File: src/rtl/rf_writeback_ctrl.sv
// Write-port controller for the 3-port register file: merges ALU results and load responses
// into one registered write, and tracks per-register pending loads for decode's RAW check.
module rf_writeback_ctrl #(
  parameter int XLEN        = 32,
  parameter int RFIDX_WIDTH = 5,
  parameter int LQ_DEPTH    = 4
) (
  input  logic                   clk,
  input  logic                   reset,
  input  logic                   alu_valid,
  output logic                   alu_ready,
  input  logic [RFIDX_WIDTH-1:0] alu_rd,
  input  logic [XLEN-1:0]        alu_data,
  input  logic                   iss_valid,
  output logic                   iss_ready,
  input  logic [RFIDX_WIDTH-1:0] iss_rd,
  input  logic                   lsu_valid,
  input  logic [RFIDX_WIDTH-1:0] lsu_rd,
  input  logic [XLEN-1:0]        lsu_data,
  input  logic [RFIDX_WIDTH-1:0] chk_rs1,
  input  logic [RFIDX_WIDTH-1:0] chk_rs2,
  output logic                   chk_hazard,
  output logic                   rf_we,
  output logic [RFIDX_WIDTH-1:0] rf_wa,
  output logic [XLEN-1:0]        rf_wd
);

  localparam int NREGS = 2 ** RFIDX_WIDTH;
  localparam int PTR_W = $clog2(LQ_DEPTH);
  localparam int CNT_W = PTR_W + 1;
  localparam logic [CNT_W-1:0] LQ_MAX = CNT_W'(LQ_DEPTH);

  // Handshakes: a transfer happens on a cycle where valid && ready are both high at posedge.
  // alu_ready/iss_ready never depend on their own valid; the LSU port has no ready and must
  // never present a response that was not previously issued.

  logic [NREGS-1:0]       pending_q, pending_d;
  logic [CNT_W-1:0]       outstanding_q, outstanding_d;
  logic [CNT_W-1:0]       lq_cnt_q, lq_cnt_d;
  logic [PTR_W-1:0]       wr_ptr_q, rd_ptr_q;
  logic [RFIDX_WIDTH-1:0] lq_rd   [LQ_DEPTH];
  logic [XLEN-1:0]        lq_data [LQ_DEPTH];

  logic                   lq_full, lq_empty;
  logic                   push, pop, alu_win, iss_fire;
  logic [RFIDX_WIDTH-1:0] head_rd;
  logic [XLEN-1:0]        head_data;

  assign lq_full   = (lq_cnt_q == LQ_MAX);
  assign lq_empty  = (lq_cnt_q == '0);
  assign head_rd   = lq_rd[rd_ptr_q];
  assign head_data = lq_data[rd_ptr_q];

  // A full queue always takes the slot so outstanding loads can never deadlock behind ALU traffic.
  assign alu_ready = !lq_full;
  assign alu_win   = alu_valid && !lq_full;
  assign pop       = lq_full || (!alu_valid && !lq_empty);
  assign push      = lsu_valid && !lq_full;

  assign iss_ready = !pending_q[iss_rd] && (outstanding_q < LQ_MAX);
  assign iss_fire  = iss_valid && iss_ready;

  assign chk_hazard = ((chk_rs1 != '0) && pending_q[chk_rs1]) ||
                      ((chk_rs2 != '0) && pending_q[chk_rs2]);

  // Clear before set so a retire and a new issue to the same rd leave the bit set.
  always_comb begin
    pending_d = pending_q;
    if (pop) begin
      pending_d[head_rd] = 1'b0;
    end
    if (iss_fire && (iss_rd != '0)) begin
      pending_d[iss_rd] = 1'b1;
    end
  end

  always_comb begin
    outstanding_d = outstanding_q;
    case ({iss_fire, pop})
      2'b10:   outstanding_d = outstanding_q + CNT_W'(1);
      2'b01:   outstanding_d = outstanding_q - CNT_W'(1);
      default: outstanding_d = outstanding_q;
    endcase
  end

  always_comb begin
    lq_cnt_d = lq_cnt_q;
    case ({push, pop})
      2'b10:   lq_cnt_d = lq_cnt_q + CNT_W'(1);
      2'b01:   lq_cnt_d = lq_cnt_q - CNT_W'(1);
      default: lq_cnt_d = lq_cnt_q;
    endcase
  end

  always_ff @(posedge clk or posedge reset) begin
    if (reset) begin
      pending_q     <= '0;
      outstanding_q <= '0;
      lq_cnt_q      <= '0;
      wr_ptr_q      <= '0;
      rd_ptr_q      <= '0;
    end else begin
      pending_q     <= pending_d;
      outstanding_q <= outstanding_d;
      lq_cnt_q      <= lq_cnt_d;
      if (push) begin
        wr_ptr_q <= wr_ptr_q + PTR_W'(1);
      end
      if (pop) begin
        rd_ptr_q <= rd_ptr_q + PTR_W'(1);
      end
    end
  end

  // Queue storage needs no reset: entries are only read between push and pop.
  always_ff @(posedge clk) begin
    if (push) begin
      lq_rd[wr_ptr_q]   <= lsu_rd;
      lq_data[wr_ptr_q] <= lsu_data;
    end
  end

  // Winner registered here; x0 consumes the slot without raising the write enable.
  always_ff @(posedge clk or posedge reset) begin
    if (reset) begin
      rf_we <= 1'b0;
      rf_wa <= '0;
      rf_wd <= '0;
    end else if (alu_win) begin
      rf_we <= (alu_rd != '0);
      rf_wa <= alu_rd;
      rf_wd <= alu_data;
    end else if (pop) begin
      rf_we <= (head_rd != '0);
      rf_wa <= head_rd;
      rf_wd <= head_data;
    end else begin
      rf_we <= 1'b0;
    end
  end

  always @(posedge clk) begin
    if (!reset && lsu_valid) begin
      assert (!lq_full)
        else $error("rf_writeback_ctrl: load response while queue full, dropped (rd=%0d)", lsu_rd);
    end
  end

endmodule

File: config.mk
export PLATFORM = sky130hd
export DESIGN_NAME = rf_writeback_ctrl
export DESIGN_NICKNAME = d
export VERILOG_FILES = /design/src/rtl/rf_writeback_ctrl.sv
export SDC_FILE = /design/constraint.sdc
export NUM_CORES = 1
export LEC_CHECK = 0
export BUFFER_PORTS_ARGS = -buffer_cell sky130_fd_sc_hd__buf_2
export CORE_ASPECT_RATIO = 0.8
export CORE_MARGIN = 10
export CORE_UTILIZATION = 50
export DETAILED_ROUTE_END_ITERATION = 6
export PLACE_DENSITY = 0.8
export SYNTH_ARGS = -nofsm -noshare
export SYNTH_HDL_FRONTEND = slang
export SYNTH_SLANG_ARGS = --single-unit
export TNS_END_PERCENT = 10
File: constraint.sdc
create_clock -name clk -period 2.8 [get_ports clk]
set_input_delay 0.28 -clock clk [delete_from_list [all_inputs] [get_ports clk]]
set_output_delay 0.28 -clock clk [all_outputs]
set_load 0.005 [all_outputs]
==> After elaboration in Yosys (flattened, before gate mapping) <==
Memory sizes are Yosys's and may differ from the RTL's.
Cells that the tools add are included.
{ "word_totals": {"n_memories": 2, "word_cells": 78, "reg_bits": 80, "mem_bits_rw": 148, "in_bits": 94, "output_inout_bits": 41} }
{ "classes": {"mux": 22, "order_cmp": 7, "n_reduce_logical": 25, "bitwise": 3, "addsub": 6, "n_eq_ne": 5} }
{ "mem_list": {"columns": ["name", "words", "word_bits", "rd", "rd_ports_with_merged_regs", "wr", "line_no", "rtl"], "rows": [
  ["lq_data", 4, 32, 1, 0, 1, "42", "logic [XLEN-1:0] lq_data [LQ_DEPTH];"],
  ["lq_rd", 4, 5, 1, 0, 1, "41", "logic [RFIDX_WIDTH-1:0] lq_rd [LQ_DEPTH];"]
]} }
{ "ops": {"columns": ["op", "n"], "rows": [
  ["2-to-1 mux 32 bit", 4],
  ["bitwise AND 32 bit", 1],
  ["NOT 32 bit", 1],
  ["OR 32 bit", 1],
  ["nonzero test 5 bit", 5],
  ["< comparator 5 x 6 -> 1 bit, second input constant", 4],
  ["binary-select mux 1 bit (select 5 bit)", 3],
  ["case mux 3 bit (2 select lines)", 2],
  ["demux 1 bit (select 5 bit)", 2],
  ["greater-or-equal comparator 5 x 1 -> 1 bit, second input constant", 2],
  ["logical AND 1 bit", 10],
  ["2-to-1 mux 5 bit", 2],
  ["2-to-1 mux 1 bit", 9],
  ["adder 3 x 1 -> 3 bit, second input constant", 2],
  ["nonzero test 2 bit", 3],
  ["subtractor 3 x 1 -> 3 bit, second input constant", 2],
  ["adder 2 x 1 -> 2 bit, second input constant", 2],
  ["== test 2 x 1 -> 1 bit, second input constant", 2],
  ["== test 2 bit, second input constant", 2],
  ["logical NOT 1 bit", 4],
  ["== test 3 bit, second input constant", 1],
  ["logical NOT 3 bit", 1],
  ["< comparator 3 bit, second input constant", 1],
  ["logical OR 1 bit", 2]
]} }

==> Logic depth before layout (Yosys ltp) <==
Gate-level depths: netlist of the first run.
An unclocked memory read counts as a cell.
{ "logic_depth": {"depth_word": 10, "mapped_depth": 13, "ltp_nobuf": 11} }

==> Worst setup path after synthesis of the first run <==
Ideal clock, no wire load.
{ "synth_path": {"kind": "input -> register", "startpoint": "input port iss_rd[0]", "endpoint": "register outstanding_q[2]", "n_path_buf": 2, "stages": 13, "arrival_time_ps": 2491, "required_ps": 2675, "setup_slack_ps": 184, "setup_ps": 125, "cell_sequence": "buf_2 buf_2 mux4_2 mux2i_1 nor3b_1 nor4_2 nand2_1 ha_1 inv_1 fa_1 xor2_1 nor2_1 xor2_1"} }
{ "synth_via": {"elab_chain_cells": 7, "word_cells_on_any_way": 9, "cone_classes": "eq/ne: 2; mux: 3; reduce/logical: 4"} }
{ "synth_lines": {"columns": ["element", "line_no", "rtl"], "rows": [
  ["start: declaration", "16", "input logic [RFIDX_WIDTH-1:0] iss_rd,"],
  ["binary-select mux 1 bit (select 5 bit) *", "60", "assign iss_ready = !pending_q[iss_rd] && (outstanding_q < LQ_MAX);"],
  ["2-to-1 mux 1 bit (implied by the code) *", "60", null],
  ["logical NOT 1 bit *", "60", null],
  ["logical AND 1 bit *", "60", null],
  ["via iss_ready", "15", "output logic iss_ready,"],
  ["logical AND 1 bit *", "61", "assign iss_fire = iss_valid && iss_ready;"],
  ["== test 2 x 1 -> 1 bit / == test 2 bit (equally long branches)", "79", "case ({iss_fire, pop})"],
  ["case mux 3 bit (2 select lines) / nonzero test 2 bit (equally long branches)", null, null],
  ["end signal: assignment", "104", "outstanding_q <= outstanding_d;"],
  ["end: declaration", "38", "logic [CNT_W-1:0] outstanding_q, outstanding_d;"]
]} }
The timed path passes the listed nets; every way through them passes the cells marked *. The select of a mux whose other input is x is not followed.
A chain may end at the register's enable or synchronous reset.

==> Final worst setup path of the first run <==
{ "layout_path": {"startpoint": "register pending_q[29]", "endpoint": "register outstanding_q[2]"} }
{ "layout_via": {"elab_chain_cells": 7, "word_cells_on_any_way": 9, "cone_classes": "eq/ne: 2; mux: 3; reduce/logical: 4"} }
{ "layout_lines": {"columns": ["element", "line_no", "rtl"], "rows": [
  ["start: declaration", "37", "logic [NREGS-1:0] pending_q, pending_d;"],
  ["start signal: assignment", "103", "pending_q <= pending_d;"],
  ["binary-select mux 1 bit (select 5 bit) *", "60", null],
  ["2-to-1 mux 1 bit (implied by the code) *", "60", null],
  ["logical NOT 1 bit *", "60", null],
  ["logical AND 1 bit *", "60", null],
  ["logical AND 1 bit *", "61", null],
  ["== test 2 x 1 -> 1 bit / == test 2 bit (equally long branches)", "79", null],
  ["case mux 3 bit (2 select lines) / nonzero test 2 bit (equally long branches)", null, null]
]} }
Mark *: on every way between the ends. The rest lies on a longest branch, timed or not. The select of a mux whose other input is x is not followed.

==> metrics.md, run 1 <==
| Metric | Value |
|---|---|
| Fin util | 0.630 |
| Net switching power | around 3.9 mW |
| Lkg Pwr | 4.65 nW |
| Setup bufs post-CTS | 0 |
| Core Box Area | approximately 0.019 mm2 |
| Final-report hold violation count | 0 |
| Io pins | approximately 140 |
| DRC viols | 0 |
| Synth top area share | 0.454 |
| Startpoint types | register |
| Ys async rst share | 0.351 |
| Max IR drop VDD | between 0.5 and 0.6 mV |
| Crit path time final | 2.64 ns |
| Critical path class | reg2reg |
| Number of warning messages in the yosys log | 0 |
| Sequential Power Share | 0.427 |
| Final non-filler cell total | 1,070 |
| Post-synthesis sequential area ratio | 0.658 |
| Pwr dens | 1010 mW/mm2 |
| Sw Ratio | 0.321 |
| Detailed Place HPWL | 15,800 um |
| Hold path cells | 3 |
| Syn-to-layout area delta | 22.7% |
| Routability cong. | around 0.85 |
| Reg2reg start | pending_q[29] |
| Number of enable-type register cells in the synthesized netlist | 148 |
| CTS sink count | 228 |
| First-pass GRT wire length | 36,800 um |
| Starting density of the core | 0.513 |
| WL met1 | 9680 um |
| Final setup vio count | 0 |
| Top cell by count, worst path | xor2_1 |
| Synth Register Bits | 228 |
| Critical Path RT | between 3 and 4 ns |
| CP arrival | 3.03 ns |
| Site Rows | 45 |
| Critical path cell sequence | mux4_1, mux2_2, nor2b_1, nor4_2, nand2_1, ha_1, inv_1, fa_1, xor2_1, nor2_1, xor2_1 |
| Largest net degree at the start of global routing | 70 |
| Chip height | 145 um |
| GRT overflow | 0 |
| Max Slew Vio Count | 0 |
| Syn Area/Cell | 16.1 um2 |
| Routed vias | approximately 6,300 |
| Slew @ Worst Pin | around 0.7 ns |
| Worst slack, placed | -0.00839 ns |
| PnR worst setup slack | between 0.15 and 0.2 ns |
| Initial antenna violation count | 3 |
| Combinational power share | 0.317 |
| Vias in the first global route | roughly 6,600 |
| CTS Root Cell | clkbuf_16 |
| Post-route ant nets | 0 |
| Clk pwr share | 0.256 |
| Cts repair resizes | 0 |
| Syn nets | between 700 and 800 |
| Status | finished clean |
| Endpoint class of the critical path | register |
| Critical-path top delay cell | mux4_1 |
| Yosys top cell by area | edfxtp_1 |
| Distinct cells, synth | 47 |
| Flop2flop setup slack | 0.16 ns |
| Mapped Area | approximately 0.0098 mm2 |
| Nets | between 800 and 900 |
| FMAX | ~380 MHz |
| Worst path max stage delay | 0.51 ns |
| Maximum fanout along the worst path | 4 |
| Most frequent cells in the layout | 148 x edfxtp_1, 134 x buf_2, 84 x o21ai_0 |
| Routed wire length per instance | ~22 um |
| Internal power | 8.22 mW |
| Max clock buf depth | 3 |
| TritonRoute pass-1 iters | 6 |
| Ys flop type | edfxtp_1 |
| I/O Buffers | ~130 |
| Met3 wire len | 2030 um |
| R2R depth | 11 |
| 1st-iter DRT viols | 759 |
| Total Routing Usage GR | 0.181 |
| Top Layer Used | met4 |
| Hold wc startpoint | alu_data[16] |
| Rel. slew slack | 0.526 |
| Die ar. | 0.0256 mm2 |
| Cell area after placement | 0.0108 mm2 |
| TritonCTS clock tree | yes |
| Die width | between 150 and 200 um |
| Fin Hold WS | 0.0582 ns |
| Worst R2R End | outstanding_q[2] |
| Hold EP | rf_wd[16] |
| Mapped Cells | 608 |
| Post-Route WL | 23,500 um |
| Clock Pin Slew Worst Setup and Hold Paths | around 0.060 ns |
| Skew-Pair Late Insertion Delay | 0.52 ns |
| Share of cells above drive strength 1 | 0.320 |
| Top post-synthesis cells by area | edfxtp_1 45%, dfrtp_1 20%, mux4_2 13%, mux2i_1 4.3%, o21ai_0 4.3% |
| Post-placement cell count | roughly 980 |
| DR vias/cell | 5.88 |
| Final instance area | 0.0120 mm2 |
| H-tree depth | 1 |
| MaxCap Viol Count | 0 |
| Most common cell after layout, fill and taps aside | edfxtp_1 |
| Worst Skew | 0.00790 ns |
| Final cycle utilization of the critical path | 0.943 |
| CTS Buf Count | 23 |
| RSZ-0062 raised after global routing | false |
| Wire length on met2 | approximately 11,000 um |
| Hold Crit Class | in2reg |
## registers in the layout, summed over array words and instances (netlist names)
name           flops
lq_cnt_q           3
lq_data          128
pending_q         32
rd_ptr_q           2
rf_wd             32
lq_rd             20
rf_we              1
outstanding_q      3
rf_wa              5
wr_ptr_q           2
## critical path, delay by kind of cell (launching register included)
family                   cells  cell delay, ns
XOR/XNOR                     2            0.28
adder cells (fa/ha/maj)      2            0.40
buffers and inverters        1            0.07
flip-flops                   1            0.42
multiplexers                 2            0.82
AND/OR/NAND/NOR              4            0.54
## power by group through the flow
stage          clock network [mW]  logic (mW)  registers (mW)
3_5_place_dp                    0        3.78            5.23
2_1_floorplan                   0        2.53            5.09
3_3_place_gp                    0        3.69            5.14
5_1_grt                      3.29        4.20            5.28
4_1_cts                      3.16        3.87            5.17
6_report                     3.10        3.84            5.18
## how the worst max path moves through the flow
stage	startpoint	endpoint	slack, ns
3_5_place_dp	iss_rd[0]	outstanding_q[1]	-0.008
6_report	pending_q[29]	outstanding_q[2]	0.16
5_1_grt	pending_q[7]	outstanding_q[2]	0.03
3_3_place_gp	iss_rd[0]	outstanding_q[2]	-0.004
2_1_floorplan	iss_rd[0]	outstanding_q[2]	0.18
4_1_cts	pending_q[23]	outstanding_q[1]	0.18
## synthesized netlist by cell type, types with 4 or more instances
master	n
o21ai_0	84
nand3_1	4
nand3b_1	7
a222oi_1	5
edfxtp_1	148
xnor2_1	5
mux2_2	6
buf_2	11
mux2i_1	42
mux4_2	55
clkbuf_1	17
and3_1	4
nor2_1	10
nor2b_1	7
dfrtp_1	80
inv_1	16
o21ai_1	11
xor2_1	4
nand2_1	43
ha_1	6
nand2b_1	4
## cell families after synthesis
logic type | count (synthesis) | share of synthesized area
AO/OA/AOI/OAI | 114 | 0.0650
adder cells (fa/ha/maj) | 8 | 0.0118
AND/OR/NAND/NOR | 96 | 0.0515
multiplexers | 106 | 0.184
XOR/XNOR | 9 | 0.00805
flip-flops | 228 | 0.658
buffers and inverters | 47 | 0.0210
## metrics by stage
stage / TNS [ns] / power (mW)
2_1_floorplan: 0 / 7.62
3_3_place_gp: -0.00376 / 8.84
3_5_place_dp: -0.00839 / 9.00
4_1_cts: 0 / 12.2
5_1_grt: 0 / 12.8
6_report: 0 / 12.1
## metal layers
layer,vias up,track usage
met5,-,0
met4,0,0.0529
met3,46,0.0539
met2,279,0.279
met1,3217,0.243
li1,2745,-
## layout make-up
cell class	count	area, um2
multi-input combinational	333	3150
timing repair buffer	191	1260
tap	258	323
antenna	3	7.51
inverter	16	61.3
clock buffer	28	614
fill	1341	7070
sequential	228	6450
clock inverter	13	153
## what timing repair did
action                                  in CTS  in global routing
hold endpoints to repair                   188                  0
endpoints found under the setup margin       0                  0
hold buffers                                43                  0
(Power assumes the default switching activity.)
==> run 2, diff against run 1 <==
- RECOVER_POWER: not set -> 50
==> run 2 against run 1 <==
Net effect: the flow now finishes with violations (max-capacitance violations, max-slew violations); cell count unchanged; cell area decreased by 0.61%; critical path depth is the same; sequential share of layout area increased by 0.33 points; die area stayed put; critical path type unchanged; first-iteration DRC count decreased by 8.0%; wire length rose by 0.14%; critical endpoint unchanged.
==> metrics.md, run 2 (synthesis results as in run 1) <==
| Metric | Value |
|---|---|
| Maximum fanout along the worst path | 4 (unchanged) |
| Flop2flop setup slack | 0.17 ns (about the same) |
| Chip height | 145 um (unchanged) |
| Final cycle utilization of the critical path | 0.938 (-0.00504) |
| TritonCTS clock tree | yes |
| Critical path cell sequence | mux4_1, mux2_2, nor2b_1, nor4_2, nand2_1, ha_1, inv_1, fa_1, xor2_1, nor2_1, xor2_1 |
| Hold path cells | 3 (unchanged) |
| Routability cong. | 0.850 (unchanged) |
| CTS sink count | 228 (unchanged) |
| Final-report hold violation count | 0 (unchanged) |
| FMAX | 381 MHz (+0.54%) |
| DRC viols | 0 (unchanged) |
| 1st-iter DRT viols | 698 (-8.0%) |
| RSZ-0062 raised after global routing | false |
| Top cell by count, worst path | xor2_1 |
| Endpoint class of the critical path | register |
| Max clock buf depth | 3 (unchanged) |
| Hold EP | rf_wd[16] |
| Reg2reg start | pending_q[29] |
| Share of cells above drive strength 1 | 0.252 (-0.0680) |
| Final setup vio count | 0 (unchanged) |
| Worst path max stage delay | 0.50 ns (about the same) |
| Worst R2R End | outstanding_q[2] |
| Routed vias | 6,253 (-0.54%) |
| Max reg flops | 128 (unchanged) |
| Startpoint types | register |
| Setup TNS | 0 ns (unchanged) |
| Design Power | 12.1 mW (-0.30%) |
| CP arrival | 3.02 ns (about the same) |
| Site Rows | 45 (unchanged) |
| CTS Root Cell | clkbuf_16 |
| Critical path class | reg2reg |
| Starting density of the core | 0.513 (unchanged) |
| DR vias/cell | 5.84 (-0.54%) |
| Lkg Pwr | 4.49 nW (-3.4%) |
| Core Box Area | 0.0191 mm2 (unchanged) |
| Syn-to-layout area delta | 22.0% |
| Final instance area | 0.0119 mm2 (-0.61%) |
| Max IR drop VDD | 0.568 mV (-1.3%) |
| Detailed Place HPWL | 15,800 um (unchanged) |
| Die width | 176 um (unchanged) |
| GRT overflow | 0 (unchanged) |
| I/O Buffers | 134 (unchanged) |
| Footprint of the multi-input gates | 0.00315 mm2 (unchanged) |
| Clock Pin Slew Worst Setup and Hold Paths | 0.06 ns (about the same) |
| Routed wire length per instance | 22.0 um (+0.14%) |
| Pwr dens | 1010 mW/mm2 (+0.32%) |
| Register area | 0.00645 mm2 (unchanged) |
| Status | complete, but fails checks |
| Cts repair resizes | 0 (unchanged) |
| Rel. slew slack | -0.200 (-0.726) |
| Hold Crit Class | in2reg |
| Skew-Pair Late Insertion Delay | 0.52 ns (about the same) |
| Biggest regs | lq_data x128, pending_q x32, rf_wd x32 |
| H-tree depth | 1 (unchanged) |
| Nets | 895 (unchanged) |
| CTS Buf Count | 23 (unchanged) |
| Critical path's top delay family | multiplexers |
| Worst slack, placed | -0.00839 ns (unchanged) |
| Hold wc startpoint | alu_data[16] |
| Die ar. | 0.0256 mm2 (unchanged) |
| Max Slew Vio Count | 38 (+38) |
| Reg with most FFs | lq_data |
| MaxCap Viol Count | 1 (+1) |
| Most common cell after layout, fill and taps aside | edfxtp_1 |
| Total Routing Usage GR | 0.181 (unchanged) |
| Fillers | 1,371 (+2.2%) |
| Slew @ Worst Pin | 1.79 ns (+1.08 ns) |
| Post-Route WL | 23,500 um (+0.14%) |
| Initial antenna violation count | 3 (unchanged) |
| Failing checks | max-capacitance violations, max-slew violations |
| First-pass GRT wire length | 36,800 um (unchanged) |
| Critical path buffers and inverters | 1 (unchanged) |
| R2R depth | 11 (unchanged) |
| Crit path time final | 2.63 ns (-0.0141 ns) |
| Fin util | 0.626 (-0.00387) |
| Cell area after placement | 0.0108 mm2 (unchanged) |
| Most frequent cells in the layout | 148 x edfxtp_1, 84 x o21ai_0, 79 x buf_2 |
| Critical Path RT | 3.19 ns (about the same) |
| Worst Skew | 0.00841 ns (+0.000509 ns) |
| Largest net degree at the start of global routing | 70 (unchanged) |
| PnR worst setup slack | 0.173 ns (+0.0141 ns) |
| Post-route ant nets | 0 (unchanged) |
| TritonRoute pass-1 iters | 7 (+1) |
| Critical-path top delay cell | mux4_1 |
| Vias in the first global route | 6,584 (unchanged) |
| Io pins | 135 (unchanged) |
-- run 2: report_power, final --
group          internal (mW)  total (mW)  switching, mW  leakage [nW]
sequential              4.64        5.19          0.548          2.33
combinational           1.76        3.79           2.03          1.78
clock                   1.78        3.10           1.32         0.377
total                   8.18        12.1           3.90          4.49
-- run 2: final cells by class --
| type | count | area share |
|---|---|---|
| antenna | 3 | 0.000629 |
| clock buffer | 28 | 0.0514 |
| clock inverter | 13 | 0.0128 |
| inverter | 16 | 0.00513 |
| multi-input combinational | 333 | 0.264 |
| sequential | 228 | 0.540 |
| tap | 258 | 0.0270 |
| timing repair buffer | 191 | 0.0990 |
-- run 2: repair_timing --
item                                   in CTS  in global routing
hold buffers                               43                  0
setup buffers                               0                  0
endpoints found under the hold margin     188                  0
-- run 2: stage by stage --
stage | instances | hold slack, ns
2_1_floorplan | 608 | 0.379
3_3_place_gp | 983 | 0.382
3_5_place_dp | 983 | 0.407
4_1_cts | 1067 | 0.0405
5_1_grt | 1070 | 0.0518
6_report | 1070 | 0.0599
-- run 2: worst max-delay path by stage --
stage	from	to	slack, ns	cells past startpoint
2_1_floorplan	iss_rd[0]	outstanding_q[2]	0.18	13
3_3_place_gp	iss_rd[0]	outstanding_q[2]	-0.004	12
3_5_place_dp	iss_rd[0]	outstanding_q[1]	-0.008	10
4_1_cts	pending_q[23]	outstanding_q[1]	0.18	9
5_1_grt	pending_q[7]	outstanding_q[2]	0.03	11
6_report	pending_q[29]	outstanding_q[2]	0.17	11
-- run 2: tightest hold or removal path: stages --
cell	delay (ns)
buf_2	0.08
mux2i_1	0.05
o21ai_0	0.13
-- run 2: layer usage --
layer	share of wire	vias to the layer above	routed length [um]	GRT usage
met5	0	-	0	0
met4	0.023	0	541	0.0529
met3	0.087	44	2060	0.0539
met2	0.48	283	11200	0.279
met1	0.41	3183	9720	0.243
li1	-	2743	-	-
